[src/rtl/fb_burst_seq.sv]
// fb_burst_seq: burst sequencer behind the 2-client round-robin arbiter.
// Latches the granted client's descriptor, issues one memory beat per
// accepted cycle, routes read returns back to the owner, pulses done, then
// holds until the owner drops its request so the arbiter can rotate.
// Optional build macro FB_SEQ_STATS_EN adds per-client beat counters and a
// stall counter (saturating, 32 bit).
//
// state   | meaning
// --------+-------------------------------------------------------------
// S_IDLE  | waiting for a grant that matches a live request
// S_LOAD  | descriptor latched, one cycle before the first command
// S_BURST | mem_valid high, one beat per handshake
// S_DRAIN | read burst fully issued, waiting for outstanding returns
// S_DONE  | one-cycle done pulse to the owner
// S_HOLD  | waiting for the owner to drop its request
module fb_burst_seq #(
  parameter int AW = 20,
  parameter int DW = 16,
  parameter int LW = 8
) (
  input  logic          i_clk,
  input  logic          i_reset,
  input  logic [1:0]    i_request,
  input  logic [1:0]    i_grant,
  input  logic [AW-1:0] i_req_addr0,
  input  logic [AW-1:0] i_req_addr1,
  input  logic [LW-1:0] i_req_len0,
  input  logic [LW-1:0] i_req_len1,
  input  logic          i_req_we0,
  input  logic          i_req_we1,
  input  logic [DW-1:0] i_wr_data0,
  input  logic [DW-1:0] i_wr_data1,
  output logic [1:0]    o_wr_ack,
  output logic [DW-1:0] o_rd_data,
  output logic [1:0]    o_rd_valid,
  output logic [1:0]    o_done,
  output logic          o_mem_valid,
  input  logic          i_mem_ready,
  output logic [AW-1:0] o_mem_addr,
  output logic          o_mem_we,
  output logic [DW-1:0] o_mem_wdata,
  input  logic          i_mem_rvalid,
  input  logic [DW-1:0] i_mem_rdata
`ifdef FB_SEQ_STATS_EN
  ,
  output logic [31:0]   o_stat_beats0,
  output logic [31:0]   o_stat_beats1,
  output logic [31:0]   o_stat_stall
`endif
);

  typedef enum logic [2:0] {
    S_IDLE, S_LOAD, S_BURST, S_DRAIN, S_DONE, S_HOLD
  } state_t;

  localparam logic [LW-1:0] ONE = LW'(1);

  state_t        r_state, w_next;
  logic          r_owner;
  logic [AW-1:0] r_addr;
  logic [LW-1:0] r_len;
  logic [LW-1:0] r_beat;
  logic [LW-1:0] r_outst;
  logic          r_we;

  logic [1:0]    w_gnt;
  logic [1:0]    w_own_oh;
  logic [LW-1:0] w_sel_len;
  logic          w_hs;
  logic          w_rd_issue;
  logic          w_ret;
  logic          w_last;

  assign w_gnt      = i_grant & i_request;
  assign w_own_oh   = r_owner ? 2'b10 : 2'b01;
  assign w_sel_len  = w_gnt[0] ? i_req_len0 : i_req_len1;
  assign w_hs       = (r_state == S_BURST) && i_mem_ready;
  assign w_rd_issue = w_hs && !r_we;
  // Returns only count while a read is outstanding; stray ones (e.g. after
  // a reset abort) are dropped here.
  assign w_ret      = i_mem_rvalid && (r_outst != '0);
  assign w_last     = (r_beat == r_len - ONE);

  // State register.
  always_ff @(posedge i_clk) begin
    if (!i_reset) r_state <= S_IDLE;
    else          r_state <= w_next;
  end

  // Next-state decode.
  always_comb begin
    w_next = r_state;
    case (r_state)
      S_IDLE:  if (w_gnt != 2'b00) w_next = S_LOAD;
      S_LOAD:  w_next = S_BURST;
      S_BURST: if (w_hs && w_last) w_next = r_we ? S_DONE : S_DRAIN;
      S_DRAIN: if (r_outst == '0) w_next = S_DONE;
      S_DONE:  w_next = S_HOLD;
      S_HOLD:  if (!i_request[r_owner]) w_next = S_IDLE;
      default: w_next = S_IDLE;
    endcase
  end

  // Outputs; command fields are gated to zero outside BURST.
  always_comb begin
    o_mem_valid = 1'b0;
    o_mem_addr  = '0;
    o_mem_we    = 1'b0;
    o_mem_wdata = '0;
    o_wr_ack    = 2'b00;
    o_rd_valid  = 2'b00;
    o_rd_data   = '0;
    o_done      = 2'b00;
    if (r_state == S_BURST) begin
      o_mem_valid = 1'b1;
      o_mem_addr  = r_addr + AW'(r_beat);
      o_mem_we    = r_we;
      if (r_we) o_mem_wdata = r_owner ? i_wr_data1 : i_wr_data0;
    end
    if (w_hs && r_we) o_wr_ack = w_own_oh;
    if (w_ret) begin
      o_rd_valid = w_own_oh;
      o_rd_data  = i_mem_rdata;
    end
    if (r_state == S_DONE) o_done = w_own_oh;
  end

  // Descriptor latch, beat counter and outstanding-read counter.
  always_ff @(posedge i_clk) begin
    if (!i_reset) begin
      r_owner <= 1'b0;
      r_addr  <= '0;
      r_len   <= '0;
      r_we    <= 1'b0;
      r_beat  <= '0;
      r_outst <= '0;
    end else begin
      if (r_state == S_IDLE && w_gnt != 2'b00) begin
        r_owner <= ~w_gnt[0];
        r_addr  <= w_gnt[0] ? i_req_addr0 : i_req_addr1;
        r_len   <= (w_sel_len == '0) ? ONE : w_sel_len;
        r_we    <= w_gnt[0] ? i_req_we0 : i_req_we1;
        r_beat  <= '0;
      end
      if (w_hs) r_beat <= r_beat + ONE;
      case ({w_rd_issue, w_ret})
        2'b10:   r_outst <= r_outst + ONE;
        2'b01:   r_outst <= r_outst - ONE;
        default: r_outst <= r_outst;
      endcase
    end
  end

`ifndef SYNTHESIS
  // Flag memory returns that arrive with nothing outstanding.
  always_ff @(posedge i_clk) begin
    if (i_reset && i_mem_rvalid && r_outst == '0)
      $display("fb_burst_seq: unexpected mem_rvalid ignored, no read outstanding (t=%0t)", $time);
  end
`endif

`ifdef FB_SEQ_STATS_EN
  logic [31:0] r_stat_beats0, r_stat_beats1, r_stat_stall;

  // Saturating activity counters.
  always_ff @(posedge i_clk) begin
    if (!i_reset) begin
      r_stat_beats0 <= '0;
      r_stat_beats1 <= '0;
      r_stat_stall  <= '0;
    end else begin
      if (w_hs && !r_owner && r_stat_beats0 != '1) r_stat_beats0 <= r_stat_beats0 + 32'd1;
      if (w_hs &&  r_owner && r_stat_beats1 != '1) r_stat_beats1 <= r_stat_beats1 + 32'd1;
      if (r_state == S_BURST && !i_mem_ready && r_stat_stall != '1)
        r_stat_stall <= r_stat_stall + 32'd1;
    end
  end

  assign o_stat_beats0 = r_stat_beats0;
  assign o_stat_beats1 = r_stat_beats1;
  assign o_stat_stall  = r_stat_stall;
`endif

endmodule

[config.mk]
export PLATFORM = sky130hd
export DESIGN_NAME = fb_burst_seq
export DESIGN_NICKNAME = d
export VERILOG_FILES = /design/src/rtl/fb_burst_seq.sv
export SDC_FILE = /design/constraint.sdc
export NUM_CORES = 1
export LEC_CHECK = 0
export CAP_MARGIN = 20
export CORE_MARGIN = 4
export CORE_UTILIZATION = 46
export CTS_CLUSTER_DIAMETER = 80
export DETAILED_ROUTE_END_ITERATION = 8
export PLACE_DENSITY_LB_ADDON = 0.25
export SETUP_SLACK_MARGIN = 0.4
export SLEW_MARGIN = 20
export SYNTH_ARGS = -nofsm -noshare
export SYNTH_HDL_FRONTEND = slang
export SYNTH_SLANG_ARGS = --single-unit
[constraint.sdc]
create_clock -name i_clk -period 5.2 [get_ports i_clk]
set_input_delay 1.04 -clock i_clk [delete_from_list [all_inputs] [get_ports i_clk]]
set_output_delay 1.04 -clock i_clk [all_outputs]
set_load 0.005 [all_outputs]
# [Word-level counts from Yosys, hierarchy flattened]
# Cells that the tools add are included.
[word_totals] reg_bits=49 input_bits=114
[classes] addsub=5 magnitude_cmp=1 eq_ne=12 mux=26 bitwise_logic=2 n_reduce_logical=15
[op_table] op="$mux W16" count=4
[op_table] op="$mux W20" count=2
[op_table] op="$mux W8" count=4
[op_table] op="$add A20 B8 Y20" count=1
[op_table] op="$pmux W3 S6" count=1
[op_table] op="$add A8 B1 Y8 const B" count=2
[op_table] op="$logic_not A8 Y1" count=2
[op_table] op="$pmux W8 S2" count=1
[op_table] op="$sub A8 B1 Y8 const B" count=2
[op_table] op="$mux W3" count=5
[op_table] op="$eq A8 B8 Y1" count=1
[op_table] op="$mux W2" count=4
[op_table] op="$ne A2 B2 Y1 const B" count=4
[op_table] op="$reduce_bool A8 Y1" count=1
[op_table] op="$eq A3 B2 Y1 const B" count=2
[op_table] op="$eq A3 B3 Y1 const B" count=2
[op_table] op="$logic_and A1 B1 Y1" count=6
[op_table] op="$reduce_bool A2 Y1" count=3
[op_table] op="$mux W1" count=5
[op_table] op="$reduce_and A4 Y1" count=1
[op_table] op="$eq A3 B1 Y1 const B" count=1
[op_table] op="$logic_not A3 Y1" count=1
[op_table] op="$and A2 B2 Y2" count=1
[op_table] op="$eq A2 B1 Y1 const B" count=1
[op_table] op="4 further kinds" count=4

# [Longest topological paths before layout]
# Gate-level depths: netlist (run 1).
[logic_depth] ltp_word=5 ltp_mapped=15 mapped_depth_nobuf=14

# [Worst setup path after synthesis (run 1)]
# OpenSTA, ideal clock, no wires.
[synth_timing] path_type="register to output" startpoint="register r_beat[0]" endpoint="output o_mem_addr[10]" t_arrival_ns=2.270 setup_slack_ns=1.890 path_stages_with_launch=10 path_buffers=0 path_cell_list="dfxtp_1 ha_1 inv_1 fa_1 nor2b_1 o21a_1 o21ai_0 a211oi_1 a21oi_1 a31o_2"
[synth_between] elab_chain_cells=2
[synth_rtl] item="start, declared" line="62" rtl="logic [LW-1:0] r_beat;"
[synth_rtl] item="start signal, assigned" line="145" rtl="if (w_hs) r_beat <= r_beat + ONE;"
[synth_rtl] item="$add A20 B8 Y20" line="116" rtl="o_mem_addr = r_addr + AW'(r_beat);"
[synth_rtl] item="$mux W20" line="114" rtl="if (r_state == S_BURST) begin"
[synth_rtl] item="end, declared" line="39" rtl="output logic [AW-1:0] o_mem_addr,"
# Every way passes these cells.

# [Final worst setup path (run 1)]
# Ends and elaborated chain as after synthesis.

==> metrics, run 1 <==
status=complete, no violations; global-route wire length before repair=between 20,000 and 25,000 um; via count=between 4,000 and 5,000; Final Hold Fails=0; first drt pass iteration count=5; Remaining DRCs=0; drt total wl=roughly 12,000 um; ys async rst share=0; DRT iter0 DRCs=between 150 and 200; IO Port Bufs=173; mean area per synthesized cell=around 7.4 um2; CP max FO=7; TritonCTS clock tree=built; minimum clock period=between 4 and 5 ns; CTS clk-pin slew, worst paths=approximately 0.08 ns; critical path class=flip-flop to output port; count leader, synth=nand3_1; Final period util=0.865; worst skew pair latency=approximately 0.29 ns; Worst-Margin Slew=around 1 ns; clock skew=around 0.0044 ns; top cells by count, synth=nand3_1 (64), nand2_1 (57), dfxtp_1 (49); Final nets=~810; Cells after Synth=roughly 530; post-cts resize count=0; CTS root buf=clkbuf_8; GR Util All Layers=0.242; HP Class=flip-flop to flip-flop; count of cell types in the netlist=46; Non-Filler Instances=between 700 and 800; Setup violations, final=0; global route overflow=0; CP arrival=approximately 3.5 ns; Die Ht=100 um; largest net degree at the start of global routing=between 40 and 50; top cells by area, synth=dfxtp_1 (25%), nand3_1 (8.2%), o211a_1 (7.4%), nand2_1 (5.4%), ha_1 (5.4%); Slew Limit Fails=0; Syn. warnings=0; PD cells=~380 nW/um2; # rows=33; post-synth top area share=0.250; mapped cell area=roughly 3900 um2; core area=~8300 um2; ant diodes=0; TritonCTS Sinks=49; area leader, netlist=dfxtp_1; fin worst setup slack=about 0.70 ns; sequential share of the synthesized area=0.250; Placer Congestion=0.883; leakage power=0.00254 uW; Critical Path Start Type=flip-flop; layout cells sized above 1=0.0368; number of synthesized register bits=a little under 50; ANT nets after route=0; initial antenna violation count=0; Max-Cap Viols=0; drt wl/cell=~16 um; H-Tree Depth=2; Max VDD drop=0.000620 V; RSZ-0062 raised after global routing=no; placed cells=~780; Synth-to-Final Area Change=47.9%; area of the multi-input gates=between 2000 and 3000 um2; Final Core Density=0.704; postcts setup bufs=0; Synth Flop Type=dfxtp_1; Synth Net Count=662; Fmax=approximately 0.22 GHz; sum of negative setup slack=0 ns; filler cell count=660; Post-synth EDFFs=0; CTS Buf Count=5; CTS max path bufs=2; Setup WS pre-CTS=roughly 1.1 ns; slew margin rel.=0.323; Worst Setup End Kind=output port; post-DP HPWL=roughly 9700 um; CP Data Required Time=around 4.2 ns; Initial Util=0.476; Top Ports=174; full die area=10,100 um2; FF+latch area=around 980 um2; hold_buf cts=0; vias in the first global route=4,322; die width=approximately 100 um; vias per cell=approximately 5.6
[report_power, final]
| group | total (uW) | switching (uW) | internal, uW | leakage, uW |
|---|---|---|---|---|
| sequential | 592 | 121 | 471 | 0.000402 |
| clock | 236 | 116 | 120 | 0.0000542 |
| combinational | 1350 | 669 | 683 | 0.00208 |
| total | 2180 | 906 | 1270 | 0.00254 |
[cells in the final DEF, fill, tap and decap left out, drive strengths merged, types with 11 or more instances in the layout]
master,synthesis,final
nand2,58,58
and2,14,14
mux2i,19,19
ha,17,17
o211a,29,29
nor3,11,11
nand3,64,64
dfxtp,49,49
and3,24,24
o21ai,20,20
a21oi,19,19
inv,19,19
nor2,43,43
clkdlybuf4s50,0,173
[cells by family (layout without fill, tap and decap cells)]
kind of cell,after synthesis,count (layout),share of synthesized area
compound gates,111,111,0.211
fa+ha+maj,19,19,0.0644
simple gates,257,257,0.329
buf+inv,54,205,0.0516
mux,20,20,0.0513
flops,49,49,0.250
xor+xnor,19,19,0.0424
[per-layer routing]
layer	vias up	share of wire	GRT usage
met5	-	0	0
met4	0	0.020	0.0694
met3	26	0.050	0.0368
met2	117	0.53	0.434
met1	2051	0.41	0.298
li1	2211	-	-
[final cells by class]
type | instances | share of cell area
tap | 105 | 0.0226
timing repair buffer | 178 | 0.304
clock buffer | 7 | 0.0166
inverter | 19 | 0.0123
multi-input combinational | 426 | 0.474
sequential | 49 | 0.169
clock inverter | 1 | 0.000861
[final timing paths]
check / to / slack (ns) / depth (start not counted) / startpoint
max: o_mem_addr[10] / 0.70 / 10 / r_beat[0]
min: r_addr[7] / 0.51 / 1 / r_addr[7]
max reg2reg: r_outst[6] / 1.41 / 14 / r_state[0]
min reg2reg: r_addr[7] / 0.51 / 1 / r_addr[7]
[registers in the layout (all words and copies together), names as in the netlist]
signal and flops:
r_outst 8, r_owner 1, r_we 1, r_len 8, r_state 3, r_addr 20, r_beat 8
[per-stage QoR]
stage	hold slack (ns)	area (um2)	power, uW
final	0.514	5810	2180
after global routing	0.551	5810	2390
after CTS	0.521	5810	2190
after detailed placement	0.501	5710	1940
after global placement	0.490	5710	1900
after floorplan	0.478	3930	1430
[worst max-delay path, cell delays in order, from the launching register on]
cell,delay [ns]
dfxtp_1,0.43
ha_1,0.20
inv_1,0.05
fa_1,0.38
nor2b_1,0.16
o21a_1,0.15
o21ai_0,0.20
a211oi_1,0.77
a21oi_1,0.16
a31o_2,0.24
clkdlybuf4s50_1,0.43
No activity file was read; power rests on OpenSTA's default activity.
==> run 2, diff against run 1 <==
--- a/config.mk
+++ b/config.mk
@@ -6,12 +6,12 @@
 export NUM_CORES = 1
 export LEC_CHECK = 0
 export CAP_MARGIN = 20
-export CORE_MARGIN = 4
 export CORE_UTILIZATION = 46
 export CTS_CLUSTER_DIAMETER = 80
 export DETAILED_ROUTE_END_ITERATION = 8
 export PLACE_DENSITY_LB_ADDON = 0.25
 export SETUP_SLACK_MARGIN = 0.4
+export SKIP_LAST_GASP = 1
 export SLEW_MARGIN = 20
 export SYNTH_ARGS = -nofsm -noshare
 export SYNTH_HDL_FRONTEND = slang
==> run 2 against run 1 <==
Worst hold slack hardly changed. Critical path type unchanged. Largest power group unchanged. Count of clock-buffer cells in the layout is 1 lower. Flip-flop and latch count stayed put. Sequential power hardly changed. Utilization is 0.14 points lower. Clock skew is 0.0012 ns higher. Maximum frequency is 0.75% higher. Final cell count is 0.13% higher. Critical path depth stayed put. Register-to-register slack hardly changed. First-iteration DRC count is 9.1% higher. Non-clock buffer count is 1 higher.
==> metrics, run 2 (synthesis gave the netlist of run 1 again) <==
status=complete, no violations; IO Port Bufs=173 (unchanged); Crit path largest cell delay=0.73 ns (-0.04 ns); crit-path cells=ha_1, inv_1, fa_1, nor2b_1, o21a_1, o21ai_0, a211oi_1, a21oi_1, a31o_2, clkdlybuf4s50_1; Worst-Margin Slew=1.02 ns (+0.00929 ns); Largest Register=r_addr; first drt pass iteration count=4 (-1); largest net degree at the start of global routing=34 (-19%); layout cells sized above 1=0.0367 (-0.0000540); hold_buf cts=0 (unchanged); Gate power share=0.624 (+0.004); Critical Path Start Type=flip-flop; Setup violations, final=0 (unchanged); CTS max path bufs=2 (unchanged); full die area=8910 um2 (-12%); post-cts resize count=0 (unchanged); via count=4,385 (-0.45%); initial antenna violation count=0 (unchanged); Synth-to-Final Area Change=47.7%; global route overflow=0 (unchanged); CP arrival=3.43 ns (-0.03 ns); CTS Buf Count=5 (unchanged); CP Data Required Time=4.16 ns (about the same); ant diodes=0 (unchanged); clock power share=0.100 (-0.008); most common cell after layout, fill and taps aside=clkdlybuf4s50_1; CP max FO=7 (unchanged); vias in the first global route=4,030 (-6.8%); Remaining DRCs=0 (unchanged); switch share=0.419 (+0.00318); PD cells=371 nW/um2 (-1.3%); Placer Congestion=0.894 (+1.3%); Worst Setup End Kind=output port; Final Hold Fails=0 (unchanged); postcts setup bufs=0 (unchanged); # rows=33 (unchanged); P_sw=900 uW (-0.71%); minimum clock period=4.47 ns (-0.0337 ns); commonest non-fill, non-tap cells in the layout=clkdlybuf4s50_1 (173), nand3_1 (64), nand2_1 (57), dfxtp_1 (48), nor2_1 (43); CTS root buf=clkbuf_8; post-DP HPWL=9270 um (-4.0%); internal power=1250 uW (-2.0%); DRT iter0 DRCs=204 (+9.1%); TritonCTS Sinks=49 (unchanged); drt wl/cell=15.2 um (-3.3%); CTS clk-pin slew, worst paths=0.09 ns (about the same); RSZ-0062 raised after global routing=no; Final period util=0.859 (-0.00648); critical path class=flip-flop to output port; core area=8260 um2 (unchanged); slew margin rel.=0.316 (-0.00682); leakage power=0.00254 uW (-0.16%); Top Ports=174 (unchanged); H-Tree Depth=2 (unchanged); Initial Util=0.476 (unchanged); die width=94.4 um (-6.0%); Max VDD drop=0.000608 V (-2.0%); filler cell count=705 (+6.8%); Final nets=813 (+0.12%); worst skew pair latency=0.30 ns (about the same); vias per cell=5.58 (-0.58%); ANT nets after route=0 (unchanged); critical path's slowest cell=a211oi_1; GR Util All Layers=0.264 (+0.0225); drt total wl=12,000 um (-3.2%); clock skew=0.00558 ns (+0.00121 ns); Die Ht=94.4 um (-6.0%); HP Class=flip-flop to flip-flop; sum of negative setup slack=0 ns (unchanged); register share of total power=0.276 (+0.004); global-route wire length before repair=18,800 um (-6.9%); max reg flops=20 (unchanged); TritonCTS clock tree=built; Fmax=0.224 GHz (+0.75%); Hold Slack=0.514 ns (+0.0000150 ns); Max-Cap Viols=0 (unchanged); Slew Limit Fails=0 (unchanged)
==> run 2: cell count changes in the layout (fill, tap and decap cells not counted), sizes merged <==
cell,before,now
clkbuf,7,6
clkinv,1,2
buf,5,6
==> run 2: per-stage QoR <==
stage / std cells / instance area [um2] / setup WS (ns) / power, uW / utilization
after floorplan: 529 / 3930 / 1.89 / 1430 / -
after global placement: 778 / 5720 / 1.18 / 1900 / 0.692
after detailed placement: 778 / 5720 / 1.08 / 1940 / 0.692
after CTS: 786 / 5800 / 0.737 / 2160 / 0.702
after global routing: 786 / 5800 / 0.503 / 2340 / 0.702
final: 786 / 5800 / 0.733 / 2150 / 0.702
==> run 2: critical path, delay by kind of cell (launching register included) <==
| family | cells | cell delay, ns |
|---|---|---|
| buf+inv | 2 | 0.48 |
| flops | 1 | 0.44 |
| fa+ha+maj | 2 | 0.57 |
| compound gates | 5 | 1.47 |
| simple gates | 1 | 0.16 |
==> run 2: power groups by stage <==
stage / combinational [uW] / clock, uW / sequential (uW)
finish: 1340 / 215 / 593
global route: 1490 / 243 / 610
CTS: 1350 / 220 / 590
detailed placement: 1340 / 0 / 598
global placement: 1300 / 0 / 593
floorplan: 881 / 0 / 545
==> run 2: per-layer routing <==
layer / GRT usage / up-vias / wire [um]
li1: - / 2224 / -
met5: 0 / - / 0
met2: 0.469 / 105 / 6120
met3: 0.0338 / 6 / 515
met1: 0.339 / 2050 / 5250
met4: 0.0590 / 0 / 88
==> run 2: path summary, 6_finish.rpt <==
check / from / endpoint / slack [ns] / depth (start not counted)
worst max-delay path: r_beat[0] / o_mem_addr[14] / 0.73 / 10
worst max register to register: r_state[0] / r_outst[6] / 1.42 / 14
worst min register to register: r_addr[0] / r_addr[0] / 0.51 / 1
worst min-delay path: r_addr[0] / r_addr[0] / 0.51 / 1
==> run 2: final cells by class <==
type / count / area (um2) / share of cell area
sequential: 49 / 982 / 0.169
inverter: 19 / 71.3 / 0.0123
clock inverter: 2 / 10.0 / 0.00173
clock buffer: 6 / 72.6 / 0.0125
tap: 105 / 131 / 0.0227
multi-input combinational: 426 / 2760 / 0.475
timing repair buffer: 179 / 1780 / 0.306
